<file path="src/rtl/vga_pkg.sv">
// Shared timing constants, window geometry and pixel field layout
// for the VGA scan-out path.
package vga_pkg;

    localparam int H_VIS_D  = 640;
    localparam int H_FP_D   = 16;
    localparam int H_SYNC_D = 96;
    localparam int H_BP_D   = 48;
    localparam int V_VIS_D  = 480;
    localparam int V_FP_D   = 10;
    localparam int V_SYNC_D = 2;
    localparam int V_BP_D   = 33;

    localparam int WIN_X0_D = 64;
    localparam int WIN_Y0_D = 48;
    localparam int WIN_W_D  = 512;
    localparam int WIN_H_D  = 384;

    // RGB332 byte layout {r[2:0], g[2:0], b[1:0]}
    localparam int R_MSB = 7;
    localparam int R_LSB = 5;
    localparam int G_MSB = 4;
    localparam int G_LSB = 2;
    localparam int B_MSB = 1;
    localparam int B_LSB = 0;

    // Counters cover up to 1024 pixels per line / lines per frame
    typedef logic [9:0] cnt_t;

    // Per-pixel control bits carried alongside the address
    typedef struct packed {
        logic in_win;
        logic active;
        logic hs_n;
        logic vs_n;
    } ctl_t;

    localparam ctl_t CTL_RST = '{in_win: 1'b0, active: 1'b0,
                                 hs_n: 1'b1, vs_n: 1'b1};

endpackage

</file>
<file path="src/rtl/vram_scanner_if.sv">
// VRAM read port plus VGA pins of the scanner.
// master = scanner side, slave = VRAM/monitor side.
interface vram_scanner_if;

    logic [7:0]  vram_data;
    logic [15:0] vram_addr;
    logic [2:0]  vga_r;
    logic [2:0]  vga_g;
    logic [1:0]  vga_b;
    logic        vga_hs;
    logic        vga_vs;
    logic        vblank_irq;

    modport master (
        input  vram_data,
        output vram_addr, vga_r, vga_g, vga_b,
        output vga_hs, vga_vs, vblank_irq
    );

    modport slave (
        output vram_data,
        input  vram_addr, vga_r, vga_g, vga_b,
        input  vga_hs, vga_vs, vblank_irq
    );

endinterface

</file>
<file path="src/rtl/vga_timing.sv">
// Pixel divider, h/v raster counters, raw sync/window decode
// and the one-clk vblank pulse.
module vga_timing
    import vga_pkg::*;
#(
    parameter int CLK_DIV = 2,
    parameter int H_VIS   = H_VIS_D,
    parameter int H_FP    = H_FP_D,
    parameter int H_SYNC  = H_SYNC_D,
    parameter int H_BP    = H_BP_D,
    parameter int V_VIS   = V_VIS_D,
    parameter int V_FP    = V_FP_D,
    parameter int V_SYNC  = V_SYNC_D,
    parameter int V_BP    = V_BP_D,
    parameter int WIN_X0  = WIN_X0_D,
    parameter int WIN_Y0  = WIN_Y0_D,
    parameter int WIN_W   = WIN_W_D,
    parameter int WIN_H   = WIN_H_D
) (
    input  logic       clk,
    input  logic       rst_n,
    output logic       tick_o,
    output ctl_t       ctl_o,
    output logic [7:0] fb_x_o,
    output logic [7:0] fb_y_o,
    output logic       irq_o
);

    localparam int H_TOT = H_VIS + H_FP + H_SYNC + H_BP;
    localparam int V_TOT = V_VIS + V_FP + V_SYNC + V_BP;
    localparam int DW    = $clog2(CLK_DIV);

    localparam cnt_t H_LAST = cnt_t'(H_TOT - 1);
    localparam cnt_t V_LAST = cnt_t'(V_TOT - 1);
    localparam cnt_t V_IRQ  = cnt_t'(V_VIS - 1);
    localparam cnt_t HS_ON  = cnt_t'(H_VIS + H_FP);
    localparam cnt_t HS_OFF = cnt_t'(H_VIS + H_FP + H_SYNC);
    localparam cnt_t VS_ON  = cnt_t'(V_VIS + V_FP);
    localparam cnt_t VS_OFF = cnt_t'(V_VIS + V_FP + V_SYNC);
    localparam cnt_t WX0    = cnt_t'(WIN_X0);
    localparam cnt_t WX1    = cnt_t'(WIN_X0 + WIN_W);
    localparam cnt_t WY0    = cnt_t'(WIN_Y0);
    localparam cnt_t WY1    = cnt_t'(WIN_Y0 + WIN_H);

    logic [DW-1:0] div_q, div_d;
    cnt_t          h_q, h_d;
    cnt_t          v_q, v_d;
    logic          irq_q, irq_d;
    logic          tick;

    assign tick = (div_q == DW'(CLK_DIV - 1));

    // Next state: divider always runs, counters step on tick
    always_comb begin
        div_d = tick ? '0 : div_q + 1'b1;
        h_d   = h_q;
        v_d   = v_q;
        if (tick) begin
            if (h_q == H_LAST) begin
                h_d = '0;
                v_d = (v_q == V_LAST) ? '0 : v_q + 1'b1;
            end else begin
                h_d = h_q + 1'b1;
            end
        end
        irq_d = tick && (h_q == H_LAST) && (v_q == V_IRQ);
    end

    // Raster state registers
    always_ff @(posedge clk or negedge rst_n) begin
        if (!rst_n) begin
            div_q <= '0;
            h_q   <= '0;
            v_q   <= '0;
            irq_q <= 1'b0;
        end else begin
            div_q <= div_d;
            h_q   <= h_d;
            v_q   <= v_d;
            irq_q <= irq_d;
        end
    end

    // Raw decode of the current raster position
    always_comb begin
        ctl_o.hs_n   = !((h_q >= HS_ON) && (h_q < HS_OFF));
        ctl_o.vs_n   = !((v_q >= VS_ON) && (v_q < VS_OFF));
        ctl_o.active = (h_q < cnt_t'(H_VIS)) && (v_q < cnt_t'(V_VIS));
        ctl_o.in_win = (h_q >= WX0) && (h_q < WX1) &&
                       (v_q >= WY0) && (v_q < WY1);
        fb_x_o = 8'((h_q - WX0) >> 1);
        fb_y_o = 8'((v_q - WY0) >> 1);
    end

    assign tick_o = tick;
    assign irq_o  = irq_q;

endmodule

</file>
<file path="src/rtl/vram_scanner.sv">
// VRAM-to-VGA scan-out: address stage, colour stage and
// output pins, driven by the raster generator.
module vram_scanner
    import vga_pkg::*;
#(
    parameter int CLK_DIV = 2,
    parameter int H_VIS   = H_VIS_D,
    parameter int H_FP    = H_FP_D,
    parameter int H_SYNC  = H_SYNC_D,
    parameter int H_BP    = H_BP_D,
    parameter int V_VIS   = V_VIS_D,
    parameter int V_FP    = V_FP_D,
    parameter int V_SYNC  = V_SYNC_D,
    parameter int V_BP    = V_BP_D,
    parameter int WIN_X0  = WIN_X0_D,
    parameter int WIN_Y0  = WIN_Y0_D,
    parameter int WIN_W   = WIN_W_D,
    parameter int WIN_H   = WIN_H_D
) (
    input  logic           clk,
    input  logic           rst_n,
    vram_scanner_if.master bus
);

    logic       tick;
    ctl_t       ctl;
    logic [7:0] fb_x;
    logic [7:0] fb_y;
    logic       irq;

    ctl_t        s1_q, s1_d;
    logic [15:0] addr_q, addr_d;
    logic [7:0]  rgb_q, rgb_d;
    logic        hs_q, hs_d;
    logic        vs_q, vs_d;

    vga_timing #(
        .CLK_DIV (CLK_DIV),
        .H_VIS   (H_VIS),
        .H_FP    (H_FP),
        .H_SYNC  (H_SYNC),
        .H_BP    (H_BP),
        .V_VIS   (V_VIS),
        .V_FP    (V_FP),
        .V_SYNC  (V_SYNC),
        .V_BP    (V_BP),
        .WIN_X0  (WIN_X0),
        .WIN_Y0  (WIN_Y0),
        .WIN_W   (WIN_W),
        .WIN_H   (WIN_H)
    ) u_timing (
        .clk    (clk),
        .rst_n  (rst_n),
        .tick_o (tick),
        .ctl_o  (ctl),
        .fb_x_o (fb_x),
        .fb_y_o (fb_y),
        .irq_o  (irq)
    );

    // Both stages advance together on the pixel tick
    always_comb begin
        s1_d   = s1_q;
        addr_d = addr_q;
        rgb_d  = rgb_q;
        hs_d   = hs_q;
        vs_d   = vs_q;
        if (tick) begin
            s1_d   = ctl;
            addr_d = ctl.in_win ? {fb_y, fb_x} : 16'h0000;
            rgb_d  = (s1_q.in_win && s1_q.active) ?
                     bus.vram_data : 8'h00;
            hs_d   = s1_q.hs_n;
            vs_d   = s1_q.vs_n;
        end
    end

    // Pipeline and output registers
    always_ff @(posedge clk or negedge rst_n) begin
        if (!rst_n) begin
            s1_q   <= CTL_RST;
            addr_q <= 16'h0000;
            rgb_q  <= 8'h00;
            hs_q   <= 1'b1;
            vs_q   <= 1'b1;
        end else begin
            s1_q   <= s1_d;
            addr_q <= addr_d;
            rgb_q  <= rgb_d;
            hs_q   <= hs_d;
            vs_q   <= vs_d;
        end
    end

    assign bus.vram_addr  = addr_q;
    assign bus.vga_r      = rgb_q[R_MSB:R_LSB];
    assign bus.vga_g      = rgb_q[G_MSB:G_LSB];
    assign bus.vga_b      = rgb_q[B_MSB:B_LSB];
    assign bus.vga_hs     = hs_q;
    assign bus.vga_vs     = vs_q;
    assign bus.vblank_irq = irq;

endmodule

</file>
<file path="src/flat_wrapper.sv">
// flat-port wrapper written by rule: the top's interface ports become plain ports
module vram_scanner_flat import vga_pkg::*;
#(
    parameter int CLK_DIV = 2,
    parameter int H_VIS   = H_VIS_D,
    parameter int H_FP    = H_FP_D,
    parameter int H_SYNC  = H_SYNC_D,
    parameter int H_BP    = H_BP_D,
    parameter int V_VIS   = V_VIS_D,
    parameter int V_FP    = V_FP_D,
    parameter int V_SYNC  = V_SYNC_D,
    parameter int V_BP    = V_BP_D,
    parameter int WIN_X0  = WIN_X0_D,
    parameter int WIN_Y0  = WIN_Y0_D,
    parameter int WIN_W   = WIN_W_D,
    parameter int WIN_H   = WIN_H_D
)
  (clk, rst_n, bus_vram_data, bus_vram_addr, bus_vga_r, bus_vga_g, bus_vga_b, bus_vga_hs, bus_vga_vs, bus_vblank_irq);
  vram_scanner_if bus_i ();
  input  logic clk;
  input  logic rst_n;
  input wire logic [$bits(bus_i.vram_data)-1:0] bus_vram_data;
  output wire logic [$bits(bus_i.vram_addr)-1:0] bus_vram_addr;
  output wire logic [$bits(bus_i.vga_r)-1:0] bus_vga_r;
  output wire logic [$bits(bus_i.vga_g)-1:0] bus_vga_g;
  output wire logic [$bits(bus_i.vga_b)-1:0] bus_vga_b;
  output wire logic [$bits(bus_i.vga_hs)-1:0] bus_vga_hs;
  output wire logic [$bits(bus_i.vga_vs)-1:0] bus_vga_vs;
  output wire logic [$bits(bus_i.vblank_irq)-1:0] bus_vblank_irq;
  assign bus_i.vram_data = bus_vram_data;
  assign bus_vram_addr = bus_i.vram_addr;
  assign bus_vga_r = bus_i.vga_r;
  assign bus_vga_g = bus_i.vga_g;
  assign bus_vga_b = bus_i.vga_b;
  assign bus_vga_hs = bus_i.vga_hs;
  assign bus_vga_vs = bus_i.vga_vs;
  assign bus_vblank_irq = bus_i.vblank_irq;
  vram_scanner #(.CLK_DIV(CLK_DIV), .H_VIS(H_VIS), .H_FP(H_FP), .H_SYNC(H_SYNC), .H_BP(H_BP), .V_VIS(V_VIS), .V_FP(V_FP), .V_SYNC(V_SYNC), .V_BP(V_BP), .WIN_X0(WIN_X0), .WIN_Y0(WIN_Y0), .WIN_W(WIN_W), .WIN_H(WIN_H)) u_core (.clk(clk), .rst_n(rst_n), .bus(bus_i));
endmodule
</file>
<file path="config.mk">
export PLATFORM = sky130hd
export DESIGN_NAME = vram_scanner_flat
export DESIGN_NICKNAME = d
export VERILOG_FILES = /design/src/rtl/vga_pkg.sv /design/src/rtl/vram_scanner_if.sv /design/src/rtl/vga_timing.sv /design/src/rtl/vram_scanner.sv /design/src/flat_wrapper.sv
export SDC_FILE = /design/constraint.sdc
export NUM_CORES = 1
export LEC_CHECK = 0
export ABC_AREA = 1
export BUFFER_PORTS_ARGS = -buffer_cell sky130_fd_sc_hd__buf_2
export CAP_MARGIN = 40
export CORE_ASPECT_RATIO = 0.6
export CORE_MARGIN = 3
export CORE_UTILIZATION = 50
export CTS_BUF_LIST = sky130_fd_sc_hd__clkbuf_16
export CTS_CLUSTER_SIZE = 28
export DETAILED_ROUTE_END_ITERATION = 6
export PLACE_DENSITY_LB_ADDON = 0.15
export SYNTH_ARGS = -nofsm -noshare
export SYNTH_HDL_FRONTEND = slang
export SYNTH_HIERARCHICAL = 1
export SYNTH_SLANG_ARGS = --single-unit
</file>
<file path="constraint.sdc">
create_clock -name clk -period 2.2 [get_ports clk]
set_input_delay 0.11 -clock clk [delete_from_list [all_inputs] [get_ports clk]]
set_output_delay 0.11 -clock clk [all_outputs]
set_load 0.05 [all_outputs]
</file>
* Word level (Yosys, flattened, before mapping) *
Index checks and enable logic that the tools add are counted.

cells by class
  eq/ne operators = 3
  reduce and logical (&&, ||, !) cells = 12
  $lt $le $gt $ge = 10
  add/subtract/negate cells = 5
  muxes and demuxes = 5

operator list
  cell                                                  count
  < comparator 10 bit, second input constant            3
  < comparator 10 x 9 -> 1 bit, second input constant   3
  adder 10 x 1 -> 10 bit, second input constant         2
  equality test 10 bit, second input constant           2
  2-to-1 mux 10 bit                                     2
  2-to-1 mux 16 bit                                     1
  equality test 10 x 9 -> 1 bit, second input constant  1
  >= comparator 10 bit, second input constant           1
  >= comparator 10 x 6 -> 1 bit, second input constant  1
  >= comparator 10 x 7 -> 1 bit, second input constant  1
  >= comparator 10 x 9 -> 1 bit, second input constant  1
  logical AND 1 bit                                     9
  subtractor 9 x 6 -> 9 bit, second input constant      1
  subtractor 9 x 7 -> 9 bit, second input constant      1
  2-to-1 mux 8 bit                                      1
  logical NOT 1 bit                                     2
  AND reduction 2 bit                                   1
  adder 1 bit, second input constant                    1
  2-to-1 mux 1 bit                                      1

storage, ports and cells
  flip-flop bits (word level) = 52
  output and inout port bits = 27

* Longest topological paths before layout *
Gate-level depths: netlist of run 1.

  depth in word-level cells = 5
  mapped depth = 10

* By module *
The synthesis of run 1 kept the hierarchy.

modules (own cells, without submodules)
  module        sequential area each (um^2)  area each (um^2)  cells an instance  instances
  vga_timing    550.5                        1530.2            203                1
  vram_scanner  755.7                        1176.1            130                1

* Worst setup path before layout of run 1 *
No wires, ideal clock.

  kind = register to register
  start point = register u_core.u_timing.v_q[4]
  end point = register u_core.addr_q[10] (netlist: u_core/bus.vram_addr[10])
  data required time = 2.082 ns
  stages on the path, launching flop included = 10
  setup slack = 0.581 ns
  clock period less this slack = 1.619 ns
  library setup time = 0.118 ns
  data arrival time = 1.501 ns
  path through = dfrtp_1 ha_1 nor2_1 nand3_1 o2111ai_1 nor2_1 buf_2 buf_4 nand3_1 nand2_1

RTL lines
  what                    RTL line            RTL
  start, declared         vga_timing.sv:47    cnt_t v_q, v_d;
  start signal, assigned  vga_timing.sv:79    v_q <= v_d;
  end signal, assigned    vram_scanner.sv:88  addr_q <= addr_d;
  end, declared           vram_scanner.sv:32  logic [15:0] addr_q, addr_d;

==> results.yml, run 1 <==
outcome:
  status: "complete, no violations"
synth:
  syn-instance-count: 333
  yosys_warnings: 6
  synth.distinct_cells: 27
  netlist_area_um2: 2710
  ys_seq_area_frac: 0.483
  synth_area_per_cell_um2: 8.13
  synth_nets: 356
  synth_seq_cells: 52
setup_path:
  end_kind: "flop"
  startpoint_type: "flop"
  setup.worst_path.start: "u_core/u_timing/h_q[7]$_DFFE_PN0P_"
  criticalPathCategory: "flop to flop"
  r2r_start: "u_core/u_timing/h_q[7]$_DFFE_PN0P_"
  critical_path_required_ns: 2.43
  critPathArrivalTime_ns: 2.22
  cp_max_fo: 9
pwr:
  combinationalPowerShare: 0.019
  ir_worst_vdd_mv: 0.293
  swShare: 0.205
  clockPowerShare: 0.433
  power_density_nw_per_um2: 566
  seqPwrFrac: 0.549
  power.internal_mw: 1.39
  p_switching_uw: 357
  power.leakage_nw: 1.65
sta:
  period_minus_slack_ns: 1.99
  finalCritPeriodShare: 0.905
  setup_violations: 0
  grt_setup_unrepaired: "no"
  finalWorstSetupSlack_ns: 0.210
  final.setup.tns_ns: 0
  tightest_slew_ns: 0.513
  timing.hold.ws_ns: 0.0419
  finalMaxSlewViolations: 0
  slew_headroom: 0.657
  fin_worst_skew_ns: 0.00723
  fmaxAchievable_mhz: 502
  hold_viol_final: 0
cts:
  clk_latency_ns: 0.29
  cts_buffer_depth: 2
  cts_tree: "yes"
  cts-root-buf: "clkbuf_16"
  ctsResizeCount: 0
  clk_pin_slew_ns: 0.07
  postCtsSetupRepairBufs: 0
  cts_buffers: 5
  htreeDepth: 2
  cts.sinks: 52
  hold_buffers: 1
drt:
  wl_per_cell_um: 14.1
  viasPerCell: 5.25
  antenna_left: 0
  drt_pass1_iterations: 5
  vias: 2294
  wl_um: 6150
  drt-initial-drc-count: 169
  drc: 0
flow_run:
  cap_violations: 0
place:
  port_buffers: 36
  place_hpwl_um: 4610
  dp_slack_ns: 0.256
  place_congestion: 0.887
die:
  io_pins: 37
  die_area_um2: 6360
  die_h_um: 63.0
  start_util: 0.525
  rows: 20
  die_w_um: 101
  fp.coreArea_um2: 5150
final_layout:
  layout_commonest_cell: "nand2_1"
  nets: 393
  fillers: 488
  drive_gt1_frac: 0.183
  syn_to_final_growth_pct: 13.9
  post-route-util: 0.598
  n_antenna_cell: 0
  final_cell_mix: "nand2_1 (110), dfrtp_1 (48), buf_2 (36)"
grt:
  first_global_vias: 2039
  groute.usage.overall: 0.208
  grt_max_degree: 33
  grt_overflow_total: 0
  antenna_found_initial: 0
  grt_pass1_wl_um: 10300
min_path:
  hold_start: "bus_vram_data[1]"
  hold_path.class: "input port to flop"
==> power by group through the flow <==
stage	clock, mW	sequential [mW]	combinational (mW)
global placement	0	0.974	0.0323
global route	0.817	0.955	0.0387
floorplan	0	0.974	0.00299
finish	0.754	0.956	0.0328
CTS	0.775	0.956	0.0343
detailed placement	0	0.974	0.0329
==> cell type report <==
cell class | instances | area [um^2] | area share
flip-flops and latches | 52 | 1310 | 0.424
repair buffers | 49 | 280 | 0.0909
inverters | 31 | 116 | 0.0378
clock inverters | 3 | 20.0 | 0.00650
well taps | 66 | 82.6 | 0.0268
multi-input cells | 231 | 1150 | 0.374
clock buffers | 5 | 125 | 0.0406
==> cells by family after synthesis <==
family	Yosys count	share of synthesized area
simple gates	180	0.279
fa+ha+maj	13	0.0601
buf+inv	50	0.0920
xor+xnor	6	0.0194
compound gates	32	0.0670
flops	52	0.483
==> metal layers <==
metal,wire (um),vias up,track usage
li1,-,1132,-
met1,3290,1075,0.346
met2,2310,79,0.257
met3,501,8,0.0580
met4,52,0,0.0514
met5,0,-,0
==> cell usage after synthesis <==
| cell type | n | area, um^2 |
|---|---|---|
| nand4_1 | 6 | 37.5 |
| dfrtp_1 | 48 | 1200 |
| buf_6 | 2 | 22.5 |
| nand3_2 | 1 | 10.0 |
| nand2_1 | 110 | 413 |
| nand2_2 | 1 | 6.26 |
| buf_4 | 10 | 75.1 |
| o21ai_0 | 11 | 55.1 |
| buf_2 | 6 | 30.0 |
| inv_2 | 2 | 7.51 |
| a211oi_1 | 1 | 7.51 |
| o21ai_1 | 8 | 40.0 |
| a21oi_1 | 7 | 35.0 |
| xor2_1 | 6 | 52.6 |
| ha_1 | 13 | 163 |
| o2111ai_1 | 1 | 8.76 |
| nand3_1 | 28 | 140 |
| o21bai_2 | 1 | 11.3 |
| nor3_1 | 8 | 40.0 |
| o21ai_2 | 1 | 8.76 |
| nor2_2 | 3 | 18.8 |
| clkbuf_2 | 1 | 5.00 |
| nor2_1 | 22 | 82.6 |
| nor4_1 | 1 | 6.26 |
| inv_1 | 29 | 109 |
| dfstp_2 | 4 | 105 |
| o211ai_1 | 2 | 15.0 |
==> worst max-delay path: stages, from the launching register on <==
cell	delay, ns
dfrtp_1	0.43
inv_1	0.16
ha_1	0.17
nand2_1	0.05
nor3_1	0.20
nor3_1	0.08
nor2_1	0.42
buf_4	0.25
nand3_1	0.10
nand2_1	0.08
==> final timing paths <==
check | end | cells past startpoint | slack [ns]
worst max register to register | u_core/bus.vram_addr[8]$_DFFE_PN0P_ | 9 | 0.21
worst min register to register | u_core/bus.vga_hs$_DFFE_PN1P_ | 2 | 0.46
worst min-delay path | u_core/rgb_q[1]$_DFFE_PN0P_ | 3 | 0.04
max in group asynchronous | u_core/s1_q[1]$_DFFE_PN1P_ | 3 | 1.28
min in group asynchronous | u_core/bus.vram_addr[2]$_DFFE_PN0P_ | 2 | 0.27
worst max-delay path | u_core/bus.vram_addr[8]$_DFFE_PN0P_ | 9 | 0.21
==> flip-flops by register name, summed over array words and instances (netlist names) <==
register                count
u_core/u_timing/h_q        10
u_core/u_timing/v_q        10
u_core/s1_q                 4
u_core/u_timing/irq_o       1
u_core/u_timing/tick_o      1
u_core/rgb_q                8
u_core/bus.vga_hs           1
u_core/bus.vram_addr       16
u_core/bus.vga_vs           1
==> stage by stage <==
| step | total power, mW | instances | area [um^2] |
|---|---|---|---|
| after global placement | 1.01 | 427 | 2920 |
| final | 1.74 | 437 | 3080 |
| after CTS | 1.77 | 437 | 3080 |
| after global routing | 1.81 | 437 | 3080 |
| after floorplan | 0.977 | 333 | 2710 |
| after detailed placement | 1.01 | 428 | 2930 |
Note: power is estimated with default switching activity, not from simulation.
==> run 2, diff against run 1 <==
PLACE_DENSITY = 0.73   (was not set)
PLACE_DENSITY_LB_ADDON = not set   (was 0.15)
==> run 2 against run 1 <==
  * Sequential cell count unchanged
  * Register-to-register slack better by 0.02 ns
  * Die area unchanged
  * Total power up 8.4%
  * Combinational power about the same
  * Non-clock buffer count up 1
  * Sequential power about the same
==> results.yml, run 2 (synthesis results as in run 1) <==
sta:
  finalMaxSlewViolations: 0
  finalWorstSetupSlack_ns: 0.234
  slew_headroom: 0.674
  tightest_slew_ns: 0.488
  fin_worst_skew_ns: 0.00486
  setup_violations: 0
  hold_viol_final: 0
  final.setup.tns_ns: 0
  grt_setup_unrepaired: "no"
  finalCritPeriodShare: 0.894
  fmaxAchievable_mhz: 509
  period_minus_slack_ns: 1.97
flow_run:
  cap_violations: 0
final_layout:
  syn_to_final_growth_pct: 15.1
  final_cell_mix: "nand2_1 (110), dfrtp_1 (48), buf_2 (36)"
  largest_reg_flops: 16
  multi_input_area_um2: 1150
  nets: 394
  drive_gt1_frac: 0.188
  layout_commonest_cell: "nand2_1"
  register_area_um2: 1310
  n_antenna_cell: 0
  fillers: 471
die:
  rows: 20
  die_area_um2: 6360
  die_h_um: 63.0
  io_pins: 37
  fp.coreArea_um2: 5150
  start_util: 0.525
  die_w_um: 101
cts:
  htreeDepth: 2
  cts_buffer_depth: 2
  cts_buffers: 5
  cts.sinks: 52
  clk_latency_ns: 0.29
  cts_tree: "yes"
  clk_pin_slew_ns: 0.07
  cts-root-buf: "clkbuf_16"
grt:
  grt_max_degree: 33
  grt_pass1_wl_um: 9930
  groute.usage.overall: 0.200
  first_global_vias: 2014
  antenna_found_initial: 0
  grt_overflow_total: 0
pwr:
  power.leakage_nw: 1.67
  power_density_nw_per_um2: 607
  ir_worst_vdd_mv: 0.351
drt:
  drt_pass1_iterations: 5
  wl_per_cell_um: 13.7
  drc: 0
  drt-initial-drc-count: 171
  antenna_left: 0
  viasPerCell: 5.13
  wl_um: 5990
  vias: 2248
setup_path:
  setup.worst_path.start: "u_core/u_timing/h_q[7]$_DFFE_PN0P_"
  end_kind: "flop"
  startpoint_type: "flop"
  criticalPathCategory: "flop to flop"
  crit_end: "u_core/u_timing/v_q[2]$_DFFE_PN0P_"
  ff2ff_path_depth: 9
  critical_path_required_ns: 2.38
  r2r-end: "u_core/u_timing/v_q[2]$_DFFE_PN0P_"
  r2r_start: "u_core/u_timing/h_q[7]$_DFFE_PN0P_"
  reg2reg_slack_ns: 0.23
  cp_max_fo: 16
  critPathArrivalTime_ns: 2.15
place:
  place_congestion: 0.892
  place_hpwl_um: 4380
  dp_slack_ns: 0.282
  port_buffers: 36
min_path:
  hold_depth: 3
  hold_path.class: "input port to flop"
outcome:
  status: "complete, no violations"
[run 2: cell types whose count changed in the layout (fill, tap and decap cells not counted)]
| cell | before | now |
|---|---|---|
| clkinv_4 | 1 | 0 |
| inv_1 | 30 | 29 |
| bufinv_16 | 0 | 1 |
| inv_8 | 0 | 1 |
| clkinvlp_4 | 1 | 0 |
| clkinv_2 | 0 | 1 |
| buf_4 | 12 | 13 |
[run 2: how the worst min path moves through the flow]
| stage | start | end | slack (ns) |
|---|---|---|---|
| floorplan | rst_n | u_core/bus.vram_addr[0]$_DFFE_PN0P_ | -0.19 |
| global placement | rst_n | u_core/bus.vram_addr[3]$_DFFE_PN0P_ | 0.04 |
| detailed placement | rst_n | u_core/bus.vram_addr[4]$_DFFE_PN0P_ | 0.04 |
| CTS | bus_vram_data[1] | u_core/rgb_q[1]$_DFFE_PN0P_ | 0.04 |
| global route | bus_vram_data[6] | u_core/rgb_q[6]$_DFFE_PN0P_ | 0.04 |
| finish | bus_vram_data[7] | u_core/rgb_q[7]$_DFFE_PN0P_ | 0.04 |
[run 2: cell type report]
type,instances,area share
Tap cell,66,0.0265
Clock buffer,5,0.0402
Multi-Input combinational cell,231,0.369
Timing Repair Buffer,50,0.0924
Sequential cell,52,0.419
Clock inverter,3,0.0149
Inverter,31,0.0373
[run 2: critical path: stages (launching register included)]
cell and delay [ns]:
dfrtp_1 0.41, inv_1 0.14, ha_1 0.23, nand2_1 0.09, nor2_1 0.15, nand3_2 0.27
inv_2 0.32, nand3_1 0.11, nand2_1 0.08, nor2_1 0.04
[run 2: stage by stage]
step | std cells | utilization | total power, mW | area, um^2 | hold WS, ns
after global routing | 438 | 0.604 | 1.96 | 3120 | 0.0413
after CTS | 438 | 0.604 | 1.91 | 3120 | 0.0358
after detailed placement | 429 | 0.569 | 1.01 | 2930 | 0.0397
after floorplan | 333 | - | 0.977 | 2710 | -0.186
final | 438 | 0.604 | 1.89 | 3120 | 0.0370
after global placement | 428 | 0.568 | 1.01 | 2930 | 0.0398
[run 2: per-layer routing]
layer  wire [um]  global-route usage  part of all wire  vias to the layer above
li1            -                   -                 -                     1134
met1        3190               0.331              0.53                     1025
met2        2200               0.241              0.37                       83
met3         543              0.0647             0.091                        6
met4          55              0.0514            0.0092                        0
met5           0                   0                 0                        -
[run 2: power breakdown]
group / internal, mW / switching, mW / leakage [nW]
sequential: 0.956 / 0 / 0.693
clock: 0.543 / 0.359 / 0.0857
combinational: 0.0103 / 0.0222 / 0.893
[run 2: repair_timing]
action / in CTS / in global routing
gates resized for setup: 0 / 0
hold endpoints to repair: 13 / 0
hold buffers: 1 / 0
setup buffers: 0 / 0
==> run 3, diff against run 2 <==
ABC_AREA = not set   (was 1)
==> run 3 against run 2 <==
  * Register-to-register slack worse by 0.11 ns
  * Via count decreased by 6.7%
  * Sequential share of layout area rose by 0.64 points
  * Combinational power increased by 11%
  * Critical endpoint is now u_core/u_timing/v_q[9]$_DFFE_PN0P_
==> results.yml, run 3 <==
setup_path:
  cp_slowest_cell: "or4_4"
  setup.worst_path.start: "u_core/u_timing/h_q[6]$_DFFE_PN0P_"
  r2r_start: "u_core/u_timing/h_q[6]$_DFFE_PN0P_"
  reg2reg_slack_ns: 0.13
  crit_family: "simple AND/OR/NAND/NOR gates"
  r2r-end: "u_core/u_timing/v_q[9]$_DFFE_PN0P_"
  criticalPathCategory: "flop to flop"
  end_kind: "flop"
  cp_max_fo: 7
  startpoint_type: "flop"
  critical_path_required_ns: 2.42
  crit_cells: 6
  max_stage_delay_ns: 0.54
  crit_end: "u_core/u_timing/v_q[9]$_DFFE_PN0P_"
  critPathBufInv: 1
  crit_chain: "inv_1 > ha_2 > nand4b_4 > or2_1 > or4_4 > a21oi_2"
  ff2ff_path_depth: 6
  critPathArrivalTime_ns: 2.29
final_layout:
  layout_commonest_cell: "dfrtp_1"
  syn_to_final_growth_pct: 13.6
  fin_area_um2: 3070
  post-route-util: 0.599
  largest_reg_flops: 16
  layoutNonFillerInstCount: 380
  final_cell_mix: "dfrtp_1 (47), inv_1 (38), buf_2 (37)"
  drive_gt1_frac: 0.226
  nets: 336
  n_antenna_cell: 0
sta:
  final.setup.tns_ns: 0
  tightest_slew_ns: 0.489
  finalMaxSlewViolations: 0
  slew_headroom: 0.671
  fmaxAchievable_mhz: 482
  grt_setup_unrepaired: "no"
  setup_violations: 0
  period_minus_slack_ns: 2.07
  finalWorstSetupSlack_ns: 0.126
  hold_viol_final: 0
  fin_worst_skew_ns: 0.00416
  finalCritPeriodShare: 0.943
place:
  place_hpwl_um: 4130
  dp.cells: 370
  dp_slack_ns: 0.0524
  place_congestion: 0.945
  port_buffers: 36
  placed_cell_area_um2: 2900
synth:
  ys.flop_type: "dfrtp_1"
  synth.distinct_cells: 41
  synth_common_cells: "dfrtp_1 (48), inv_1 (38), nand2_1 (25), nand3_1 (25), o21ai_0 (24)"
  yosys_warnings: 6
  ys_seq_area_frac: 0.483
  syn-instance-count: 282
  synth_edf_count: 0
  synth_top_area_share: 0.444
  ys_top_cells_by_area: "dfrtp_1 (44%), ha_1 (6.0%), inv_1 (5.3%)"
  synth_area_per_cell_um2: 9.59
  synth_nets: 305
  netlist_area_um2: 2710
  ys_async_sr_fraction: 1.00
  synth_seq_cells: 52
  synth.most_common_cell: "dfrtp_1"
  synth_top_area_cell: "dfrtp_1"
die:
  die_w_um: 101
  fp.coreArea_um2: 5130
  die_h_um: 63.0
  rows: 20
  io_pins: 37
  start_util: 0.527
  die_area_um2: 6360
min_path:
  hold_depth: 3
  hold_path.class: "input port to flop"
cts:
  clk_pin_slew_ns: 0.07
  postCtsSetupRepairBufs: 0
  cts_buffer_depth: 2
  clk_latency_ns: 0.29
  htreeDepth: 2
  cts_tree: "yes"
  cts.sinks: 52
  cts_buffers: 5
  cts-root-buf: "clkbuf_16"
grt:
  first_global_vias: 1933
  groute.usage.overall: 0.194
  grt_pass1_wl_um: 9850
  antenna_found_initial: 0
  grt_overflow_total: 0
  grt_max_degree: 47
drt:
  drt-initial-drc-count: 157
  wl_per_cell_um: 15.3
  antenna_left: 0
  wl_um: 5800
  drc: 0
  viasPerCell: 5.52
  vias: 2097
  drt_pass1_iterations: 5
pwr:
  power.leakage_nw: 1.41
  power_density_nw_per_um2: 580
  ir_worst_vdd_mv: 0.313
outcome:
  status: "complete, no violations"
flow_run:
  cap_violations: 0
run 3: cell types whose count changed after synthesis, moves of 4 or more:
cell / delta
o21ai_1: -7
nor2_1: -11
nand2_1: -85
inv_1: +9
mux2_2: +4
o22ai_1: +8
xnor2_1: +8
o21ai_0: +13
run 3: timing repair:
| item | CTS | global route |
|---|---|---|
| hold buffers | 1 | 0 |
| hold endpoints to repair | 50 | 0 |
| gates resized for setup | 0 | 4 |
| setup endpoints to repair | 0 | 9 |
run 3: per-layer routing:
layer  vias up  track usage  routed length (um)
li1       1008            -                   -
met1       998        0.330                3050
met2        78        0.244                2250
met3        13       0.0379                 410
met4         0       0.0448                  87
met5         -            0                   0
run 3: layout make-up:
cell class                      count  area [um^2]
Inverter                           38          143
Multi-Input combinational cell    170         1120
Clock buffer                        5          125
Clock inverter                      3         25.0
Sequential cell                    52         1310
Timing Repair Buffer               46          268
Tap cell                           66         82.6
Fill cell                         433         2060
run 3: report_power, final:
| group | internal (mW) | switching (mW) | leakage, nW |
|---|---|---|---|
| clock | 0.430 | 0.361 | 0.0708 |
| sequential | 0.956 | 0 | 0.693 |
| combinational | 0.0135 | 0.0226 | 0.643 |
run 3: worst min-delay path by stage:
stage	start	end	slack (ns)
global placement	rst_n	u_core/bus.vram_addr[7]$_DFFE_PN0P_	0.28
global route	bus_vram_data[3]	u_core/rgb_q[3]$_DFFE_PN0P_	0.07
detailed placement	rst_n	u_core/bus.vga_hs$_DFFE_PN1P_	0.12
CTS	bus_vram_data[4]	u_core/rgb_q[4]$_DFFE_PN0P_	0.05
floorplan	rst_n	u_core/bus.vram_addr[0]$_DFFE_PN0P_	-0.19
finish	bus_vram_data[4]	u_core/rgb_q[4]$_DFFE_PN0P_	0.06
run 3: kinds of logic after synthesis:
kind of cell | synth area share
mux | 0.0352
flops | 0.483
xor+xnor | 0.0389
compound gates | 0.108
simple gates | 0.168
buf+inv | 0.107
fa+ha+maj | 0.0601
run 3: tightest hold or removal path: cells and delay by family:
| kind | cells | cell delay, ns |
|---|---|---|
| buf+inv | 1 | 0.09 |
| compound gates | 1 | 0.06 |
| simple gates | 1 | 0.05 |
run 3: stage by stage:
stage / power (mW) / hold WS (ns)
final: 1.78 / 0.0597
after global routing: 1.85 / 0.0690
after CTS: 1.80 / 0.0488
after detailed placement: 1.01 / 0.118
after global placement: 1.01 / 0.285
after floorplan: 0.978 / -0.186
